File: src/rtl/ssp_apb_master_if.sv
// Command/response stream and APB bus bundle for the PL022 SSP APB master.
// The master modport is the bridge's view; slave is the bench/peripheral side.
interface ssp_apb_master_if #(
    parameter int ADDR_W = 10,
    parameter int DATA_W = 16
);
    logic              cmd_valid;
    logic              cmd_ready;
    logic              cmd_write;
    logic [ADDR_W-1:0] cmd_addr;
    logic [DATA_W-1:0] cmd_wdata;

    logic              rsp_valid;
    logic              rsp_ready;
    logic [DATA_W-1:0] rsp_rdata;
    logic              rsp_err;

    logic              PSEL;
    logic              PENABLE;
    logic              PWRITE;
    logic [ADDR_W-1:0] PADDR;
    logic [DATA_W-1:0] PWDATA;
    logic [DATA_W-1:0] PRDATA;
    logic              PREADY;

    modport master (
        input  cmd_valid, cmd_write, cmd_addr, cmd_wdata,
        input  rsp_ready,
        input  PRDATA, PREADY,
        output cmd_ready,
        output rsp_valid, rsp_rdata, rsp_err,
        output PSEL, PENABLE, PWRITE, PADDR, PWDATA
    );

    modport slave (
        output cmd_valid, cmd_write, cmd_addr, cmd_wdata,
        output rsp_ready,
        output PRDATA, PREADY,
        input  cmd_ready,
        input  rsp_valid, rsp_rdata, rsp_err,
        input  PSEL, PENABLE, PWRITE, PADDR, PWDATA
    );
endinterface

File: src/rtl/ssp_apb_master.sv
// Single-outstanding APB master bridging a valid/ready command stream
// to the PL022 SSP register port, with optional wait-state timeout.
module ssp_apb_master #(
    parameter int ADDR_W  = 10,
    parameter int DATA_W  = 16,
    parameter int TIMEOUT = 16
) (
    input logic               PCLK,
    input logic               PRESET,
    ssp_apb_master_if.master  bus
);
    localparam int CW = (TIMEOUT < 2) ? 1 : $clog2(TIMEOUT + 1);
    localparam logic [CW-1:0] TO_VAL = CW'(TIMEOUT);

    typedef enum logic [1:0] {
        IDLE,
        SETUP,
        ACCESS,
        RESP
    } state_t;

    state_t            state;
    logic [CW-1:0]     wait_cnt;
    logic [CW-1:0]     cnt_inc;
    logic              to_hit;

    logic              cmd_ready;
    logic              rsp_valid;
    logic [DATA_W-1:0] rsp_rdata;
    logic              rsp_err;
    logic              psel;
    logic              penable;
    logic              pwrite;
    logic [ADDR_W-1:0] paddr;
    logic [DATA_W-1:0] pwdata;

    // Saturating increment so a stuck slave with TIMEOUT=0 never wraps.
    always_comb begin
        cnt_inc = (wait_cnt == {CW{1'b1}}) ? wait_cnt : wait_cnt + CW'(1);
        to_hit  = (TIMEOUT != 0) && (cnt_inc == TO_VAL);
    end

    always_ff @(posedge PCLK) begin
        if (PRESET) begin
            state     <= IDLE;
            wait_cnt  <= '0;
            cmd_ready <= 1'b1;
            rsp_valid <= 1'b0;
            rsp_rdata <= '0;
            rsp_err   <= 1'b0;
            psel      <= 1'b0;
            penable   <= 1'b0;
            pwrite    <= 1'b0;
            paddr     <= '0;
            pwdata    <= '0;
        end else begin
            unique case (state)
                IDLE: begin
                    if (bus.cmd_valid) begin
                        state     <= SETUP;
                        cmd_ready <= 1'b0;
                        psel      <= 1'b1;
                        pwrite    <= bus.cmd_write;
                        paddr     <= bus.cmd_addr;
                        pwdata    <= bus.cmd_wdata;
                    end
                end
                SETUP: begin
                    state   <= ACCESS;
                    penable <= 1'b1;
                end
                ACCESS: begin
                    // A ready slave beats a timeout landing on the same edge.
                    if (bus.PREADY || to_hit) begin
                        state     <= RESP;
                        rsp_valid <= 1'b1;
                        rsp_err   <= ~bus.PREADY;
                        rsp_rdata <= (bus.PREADY && !pwrite) ? bus.PRDATA : '0;
                        wait_cnt  <= '0;
                        psel      <= 1'b0;
                        penable   <= 1'b0;
                        pwrite    <= 1'b0;
                        paddr     <= '0;
                        pwdata    <= '0;
                    end else begin
                        wait_cnt <= cnt_inc;
                    end
                end
                RESP: begin
                    if (bus.rsp_ready) begin
                        state     <= IDLE;
                        rsp_valid <= 1'b0;
                        cmd_ready <= 1'b1;
                    end
                end
                default: state <= IDLE;
            endcase
        end
    end

    assign bus.cmd_ready = cmd_ready;
    assign bus.rsp_valid = rsp_valid;
    assign bus.rsp_rdata = rsp_rdata;
    assign bus.rsp_err   = rsp_err;
    assign bus.PSEL      = psel;
    assign bus.PENABLE   = penable;
    assign bus.PWRITE    = pwrite;
    assign bus.PADDR     = paddr;
    assign bus.PWDATA    = pwdata;
endmodule

File: src/flat_wrapper.sv
// flat-port wrapper written by rule: the top's interface ports become plain ports
module ssp_apb_master_flat 
#(
    parameter int ADDR_W  = 10,
    parameter int DATA_W  = 16,
    parameter int TIMEOUT = 16
)
  (PCLK, PRESET, bus_cmd_valid, bus_cmd_write, bus_cmd_addr, bus_cmd_wdata, bus_rsp_ready, bus_PRDATA, bus_PREADY, bus_cmd_ready, bus_rsp_valid, bus_rsp_rdata, bus_rsp_err, bus_PSEL, bus_PENABLE, bus_PWRITE, bus_PADDR, bus_PWDATA);
  ssp_apb_master_if #(.ADDR_W(ADDR_W), .DATA_W(DATA_W)) bus_i ();
  input logic PCLK;
  input logic PRESET;
  input wire logic [$bits(bus_i.cmd_valid)-1:0] bus_cmd_valid;
  input wire logic [$bits(bus_i.cmd_write)-1:0] bus_cmd_write;
  input wire logic [$bits(bus_i.cmd_addr)-1:0] bus_cmd_addr;
  input wire logic [$bits(bus_i.cmd_wdata)-1:0] bus_cmd_wdata;
  input wire logic [$bits(bus_i.rsp_ready)-1:0] bus_rsp_ready;
  input wire logic [$bits(bus_i.PRDATA)-1:0] bus_PRDATA;
  input wire logic [$bits(bus_i.PREADY)-1:0] bus_PREADY;
  output wire logic [$bits(bus_i.cmd_ready)-1:0] bus_cmd_ready;
  output wire logic [$bits(bus_i.rsp_valid)-1:0] bus_rsp_valid;
  output wire logic [$bits(bus_i.rsp_rdata)-1:0] bus_rsp_rdata;
  output wire logic [$bits(bus_i.rsp_err)-1:0] bus_rsp_err;
  output wire logic [$bits(bus_i.PSEL)-1:0] bus_PSEL;
  output wire logic [$bits(bus_i.PENABLE)-1:0] bus_PENABLE;
  output wire logic [$bits(bus_i.PWRITE)-1:0] bus_PWRITE;
  output wire logic [$bits(bus_i.PADDR)-1:0] bus_PADDR;
  output wire logic [$bits(bus_i.PWDATA)-1:0] bus_PWDATA;
  assign bus_i.cmd_valid = bus_cmd_valid;
  assign bus_i.cmd_write = bus_cmd_write;
  assign bus_i.cmd_addr = bus_cmd_addr;
  assign bus_i.cmd_wdata = bus_cmd_wdata;
  assign bus_i.rsp_ready = bus_rsp_ready;
  assign bus_i.PRDATA = bus_PRDATA;
  assign bus_i.PREADY = bus_PREADY;
  assign bus_cmd_ready = bus_i.cmd_ready;
  assign bus_rsp_valid = bus_i.rsp_valid;
  assign bus_rsp_rdata = bus_i.rsp_rdata;
  assign bus_rsp_err = bus_i.rsp_err;
  assign bus_PSEL = bus_i.PSEL;
  assign bus_PENABLE = bus_i.PENABLE;
  assign bus_PWRITE = bus_i.PWRITE;
  assign bus_PADDR = bus_i.PADDR;
  assign bus_PWDATA = bus_i.PWDATA;
  ssp_apb_master #(.ADDR_W(ADDR_W), .DATA_W(DATA_W), .TIMEOUT(TIMEOUT)) u_core (.PCLK(PCLK), .PRESET(PRESET), .bus(bus_i));
endmodule
File: config.mk
export PLATFORM = sky130hd
export DESIGN_NAME = ssp_apb_master_flat
export DESIGN_NICKNAME = d
export VERILOG_FILES = /design/src/rtl/ssp_apb_master_if.sv /design/src/rtl/ssp_apb_master.sv /design/src/flat_wrapper.sv
export SDC_FILE = /design/constraint.sdc
export NUM_CORES = 1
export LEC_CHECK = 0
export CORE_ASPECT_RATIO = 0.75
export CORE_MARGIN = 5
export CORE_UTILIZATION = 40
export CTS_BUF_LIST = sky130_fd_sc_hd__clkbuf_8
export CTS_CLUSTER_DIAMETER = 120
export DETAILED_ROUTE_END_ITERATION = 7
export PLACE_DENSITY = 0.73
export SYNTH_ARGS = -nofsm -noshare
export SYNTH_HDL_FRONTEND = slang
export SYNTH_SLANG_ARGS = --single-unit
File: constraint.sdc
create_clock -name PCLK -period 4.68 [get_ports PCLK]
set_input_delay 0.936 -clock PCLK [delete_from_list [all_inputs] [get_ports PCLK]]
set_output_delay 0.936 -clock PCLK [all_outputs]
set_load 0.02 [all_outputs]
Word-level counts from Yosys, hierarchy flattened
Cells that the tools add are included.
{"block": "classes", "n_eq_ne": 8, "muxes": 25, "add_sub_neg": 1, "bitwise": 1, "n_reduce_logical": 14}
{"operator": "$mux W16", "count": 3}
{"operator": "$pmux W16 S2", "count": 1}
{"operator": "$mux W10", "count": 2}
{"operator": "$pmux W10 S2", "count": 1}
{"operator": "$reduce_and A3 Y1", "count": 4}
{"operator": "$eq A5 B5 Y1 const B", "count": 2}
{"operator": "$mux W5", "count": 2}
{"operator": "$pmux W1 S2", "count": 5}
{"operator": "$pmux W2 S4", "count": 1}
{"operator": "$reduce_bool A2 Y1", "count": 4}
{"operator": "$mux W1", "count": 7}
{"operator": "$mux W2", "count": 3}
{"operator": "$add A5 B1 Y5 const B", "count": 1}
{"operator": "$eq A2 B2 Y1 const B", "count": 2}
{"operator": "$ne A2 B2 Y1 const B", "count": 2}
{"operator": "$reduce_and A2 Y1", "count": 2}
{"operator": "$eq A2 B1 Y1 const B", "count": 1}
{"operator": "$logic_not A2 Y1", "count": 1}
{"operator": "$ne A2 B1 Y1 const B", "count": 1}
{"operator": "$logic_and A1 B1 Y1", "count": 1}
{"operator": "$logic_not A1 Y1", "count": 1}
{"operator": "$logic_or A1 B1 Y1", "count": 1}
{"operator": "$not A1 Y1", "count": 1}
{"block": "word_totals", "inputBits": 48, "elab_cells": 60, "output_inout_bits": 48, "ff_bits": 55}

Longest topological paths before layout
{"block": "logic_depth", "depth_word": 6, "ltp_mapped": 9, "mapped_depth_nobuf": 7}

Least setup slack after synthesis
OpenSTA, ideal clock, no wires.
{"block": "synth_path", "kind": "input-to-reg", "from": "in PRESET", "to": "reg u_core.paddr[0] (netlist: u_core.bus.PADDR[0])", "arrival_time_ns": 1.953, "required_time_ns": 4.623, "stages": 5, "setup_ns": 0.057, "path_buffers": 2, "path_slack_ns": 2.670, "cell_sequence": "inv_1 and4_1 buf_1 clkbuf_1 a22o_2"}
{"element": "start: declaration", "line": "flat_wrapper.sv:11", "source": "input logic PRESET;"}
{"element": "end signal: assignment", "line": "ssp_apb_master.sv:64", "source": "paddr <= bus.cmd_addr;"}
{"element": "end: declaration", "line": "ssp_apb_master.sv:34", "source": "logic [ADDR_W-1:0] paddr;"}

==> metrics.md <==
| Metric | Value |
|---|---|
| Hold Crit Class | `reg -> reg` |
| Yosys warning total | `0` |
| Crit path max-delay cell type | `clkdlybuf4s50_1` |
| Critical Path Sink Type | `register` |
| Crit-path cells | `clkdlybuf4s50_1 -> inv_1 -> and4_1 -> buf_4 -> a22o_2` |
| Post-route ant nets | `0` |
| Yosys cell types | `40` |
| 1st-iter DRT viols | `111` |
| Nets | `350` |
| Area of the multi-input gates | `970 um^2` |
| Slew Limit Headroom | `29.5%` |
| Post-synth net total | `260` |
| Maximum VDD drop | `0.000169 V` |
| H-tree levels | `2` |
| Psw | `494 uW` |
| First-pass GRT wire length | `8650 um` |
| Pleak | `1.21 nW` |
| Setup bufs post-CTS | `0` |
| Mapped Cells | `208` |
| RSZ-0062 raised after global routing | `false` |
| DRC viols | `0` |
| Post-DR vias/cell | `4.98` |
| Max Clock Freq | `351 MHz` |
| Initial antenna violation count | `0` |
| FF+latch count, synth | `55` |
| Total GRT Usage | `15.4%` |
| Setup TNS | `0 ps` |
| CP required | `4880 ps` |
| Row count | `23` |
| Post-CTS Hold Fix Bufs | `0` |
| CTS tree | `yes` |
| I/O Buffers | `95` |
| GRT overflow | `0` |
| Sequential share of power | `42.2%` |
| Internal power | `940 uW` |
| Synth Cell Area | `0.00217 mm^2` |
| Slew @ Worst Pin | `1060 ps` |
| Area grow syn2layout | `48.7%` |
| Final Wtd Congestion | `0.754` |
| Vias in the first global route | `1767` |
| Diodes inserted | `0` |
| Clock sinks | `55` |
| Clk pwr share | `18.1%` |
| Share of cells above drive strength 1 | `11.4%` |
| Total number of vias | `1861` |
| Top FF cell, synth | `dfxtp_1` |
| Power per Cell Area | `444 mW/mm^2` |
| DR WL/cell | `14.4 um` |
| Fin area | `0.00323 mm^2` |
| Max-Cap Viols | `0` |
| Largest net degree at the start of global routing | `29` |
| 1st-pass router iterations | `5` |
| Core area | `0.00530 mm^2` |
| Die area | `0.00702 mm^2` |
| Synth async-reset ratio | `0%` |
| Initial Utilization | `41.0%` |
| CP Buf/Inv Count | `3` |
| Worst Path Max Fanout | `28` |
| I/O pins | `96` |
| Chip width | `95.1 um` |
| Register area | `0.00110 mm^2` |
| Net Sw Frac | `34.4%` |
| Final hold violation count | `0` |
| Startpoint types | `input pin` |
| Final Max Tran Viols | `0` |
| Setup CP Type | `in -> reg` |
| Placed Area | `0.00314 mm^2` |
| PostCTS Resize Cnt | `0` |
| Critical Path Max Stage Delay | `780 ps` |
| Fillcell total | `467` |
| CTS Root Cell | `clkbuf_8` |
| Avg Inst Size Synth | `10.4 um^2` |
| Num CTS Buffers | `5` |
| Skew-Pair Late Insertion Delay | `300 ps` |
| Delay-heaviest family, CP | `buffers and inverters` |
| Util after Layout | `61.0%` |
| Seq/Total Area, Yosys | `50.7%` |
| Skew final | `3.27 ps` |
| Status | `completed` |
| Post-DP HPWL | `3920 um` |
| Final number of setup-violating endpoints | `0` |
| Clock slew at reported path FFs | `100 ps` |
| EDFF count, synth | `0` |
| Total power | `1.43 mW` |
| Worst EP arrival | `3050 ps` |
| WHS | `462 ps` |
| Die H | `73.8 um` |
| Routed wire length | `5400 um` |
| Combinational power share | `39.7%` |
| Clock buffer depth | `2` |
| Period utilization | `60.9%` |
| Final min period | `2850 ps` |
## flip-flops by register name, summed over array words and instances, names as in the netlist
name,flops
u_core.bus.PWRITE,1
u_core.state,2
u_core.bus.PWDATA,16
u_core.bus.PADDR,10
u_core.wait_cnt,5
u_core.bus.cmd_ready,1
u_core.bus.PENABLE,1
u_core.bus.rsp_err,1
u_core.bus.PSEL,1
u_core.bus.rsp_rdata,16
u_core.bus.rsp_valid,1
## Yosys cell counts (all sizes together), types with 2 or more instances
| master | n | area share [%] |
|---|---|---|
| and4b | 2 | 0.92 |
| inv | 5 | 0.86 |
| ha | 4 | 2.3 |
| nand2 | 41 | 7.1 |
| a22o | 27 | 12 |
| o21ai | 5 | 1.3 |
| dfxtp | 55 | 51 |
| mux2i | 17 | 7.8 |
| a32oi | 2 | 0.81 |
| a211oi | 2 | 0.92 |
| nor3 | 3 | 0.92 |
| a21oi | 6 | 1.9 |
| o21a | 2 | 0.69 |
| clkbuf | 5 | 0.86 |
| nor2 | 6 | 1.0 |
| o31ai | 2 | 0.69 |
| buf | 8 | 2.9 |
## worst min-delay path, delay by kind of cell, from the launching register on
family | cells | cell delay (ps)
flops | 1 | 320
simple gates | 1 | 50
mux | 1 | 50
## cells by family after synthesis
kind of cell	Yosys count	share of synthesized area [%]
simple gates	59	12.4
flops	55	50.7
compound gates	54	21.7
buf+inv	18	4.67
mux	17	7.83
fa+ha+maj	4	2.30
xor+xnor	1	0.403
## path summary, 6_finish.rpt
path                                                      startpoint                                    to  slack, ps  depth (start not counted)
worst max-delay path                                          PRESET     u_core.bus.PWDATA[4]$_SDFFE_PP0P_       1830                          5
worst min register to register  u_core.bus.rsp_rdata[0]$_SDFFE_PP0P_  u_core.bus.rsp_rdata[0]$_SDFFE_PP0P_        460                          2
worst min-delay path            u_core.bus.rsp_rdata[0]$_SDFFE_PP0P_  u_core.bus.rsp_rdata[0]$_SDFFE_PP0P_        460                          2
worst max register to register       u_core.wait_cnt[0]$_SDFFE_PP0P_  u_core.bus.rsp_rdata[4]$_SDFFE_PP0P_       2180                          6
## stage by stage
step | setup WS, ps | instances
after global placement | 1570 | 366
after detailed placement | 1530 | 366
final | 1830 | 374
after floorplan | 2670 | 208
after global routing | 1710 | 374
after CTS | 1860 | 374
## cells in the final DEF (no fill, tap or decap), drive strengths merged, types with 2 or more instances in the layout
cell and count:
clkdlybuf4s50 95, dfxtp 55, nand2 41, a22o 27, mux2i 17, nor2 6, inv 6, a21oi 6
clkbuf 5, o21ai 5, ha 4, nor3 3, and4b 2, o21a 2, a32oi 2, o31ai 2
clkinv 2, a211oi 2
## power groups by stage
stage                     logic [mW]  registers, mW  clock network (mW)
after floorplan                0.255          0.703                   0
after global placement         0.561          0.618                   0
after detailed placement       0.572          0.615                   0
after CTS                      0.573          0.606               0.269
after global routing           0.611          0.617               0.289
final                          0.569          0.605               0.260
## area by class of cell
class	count	area share, %
timing repair buffer	96	29.7
inverter	5	0.581
multi-input combinational	135	30.0
clock buffer	5	2.13
sequential	55	34.1
clock inverter	3	0.581
tap	75	2.91
## routing by layer
metal / track usage (%) / share of wire (%)
met5: 0 / 0
met4: 3.36 / 0.67
met2: 23.1 / 44
met3: 5.42 / 7.8
met1: 21.3 / 48
(Power assumes the default switching activity.)
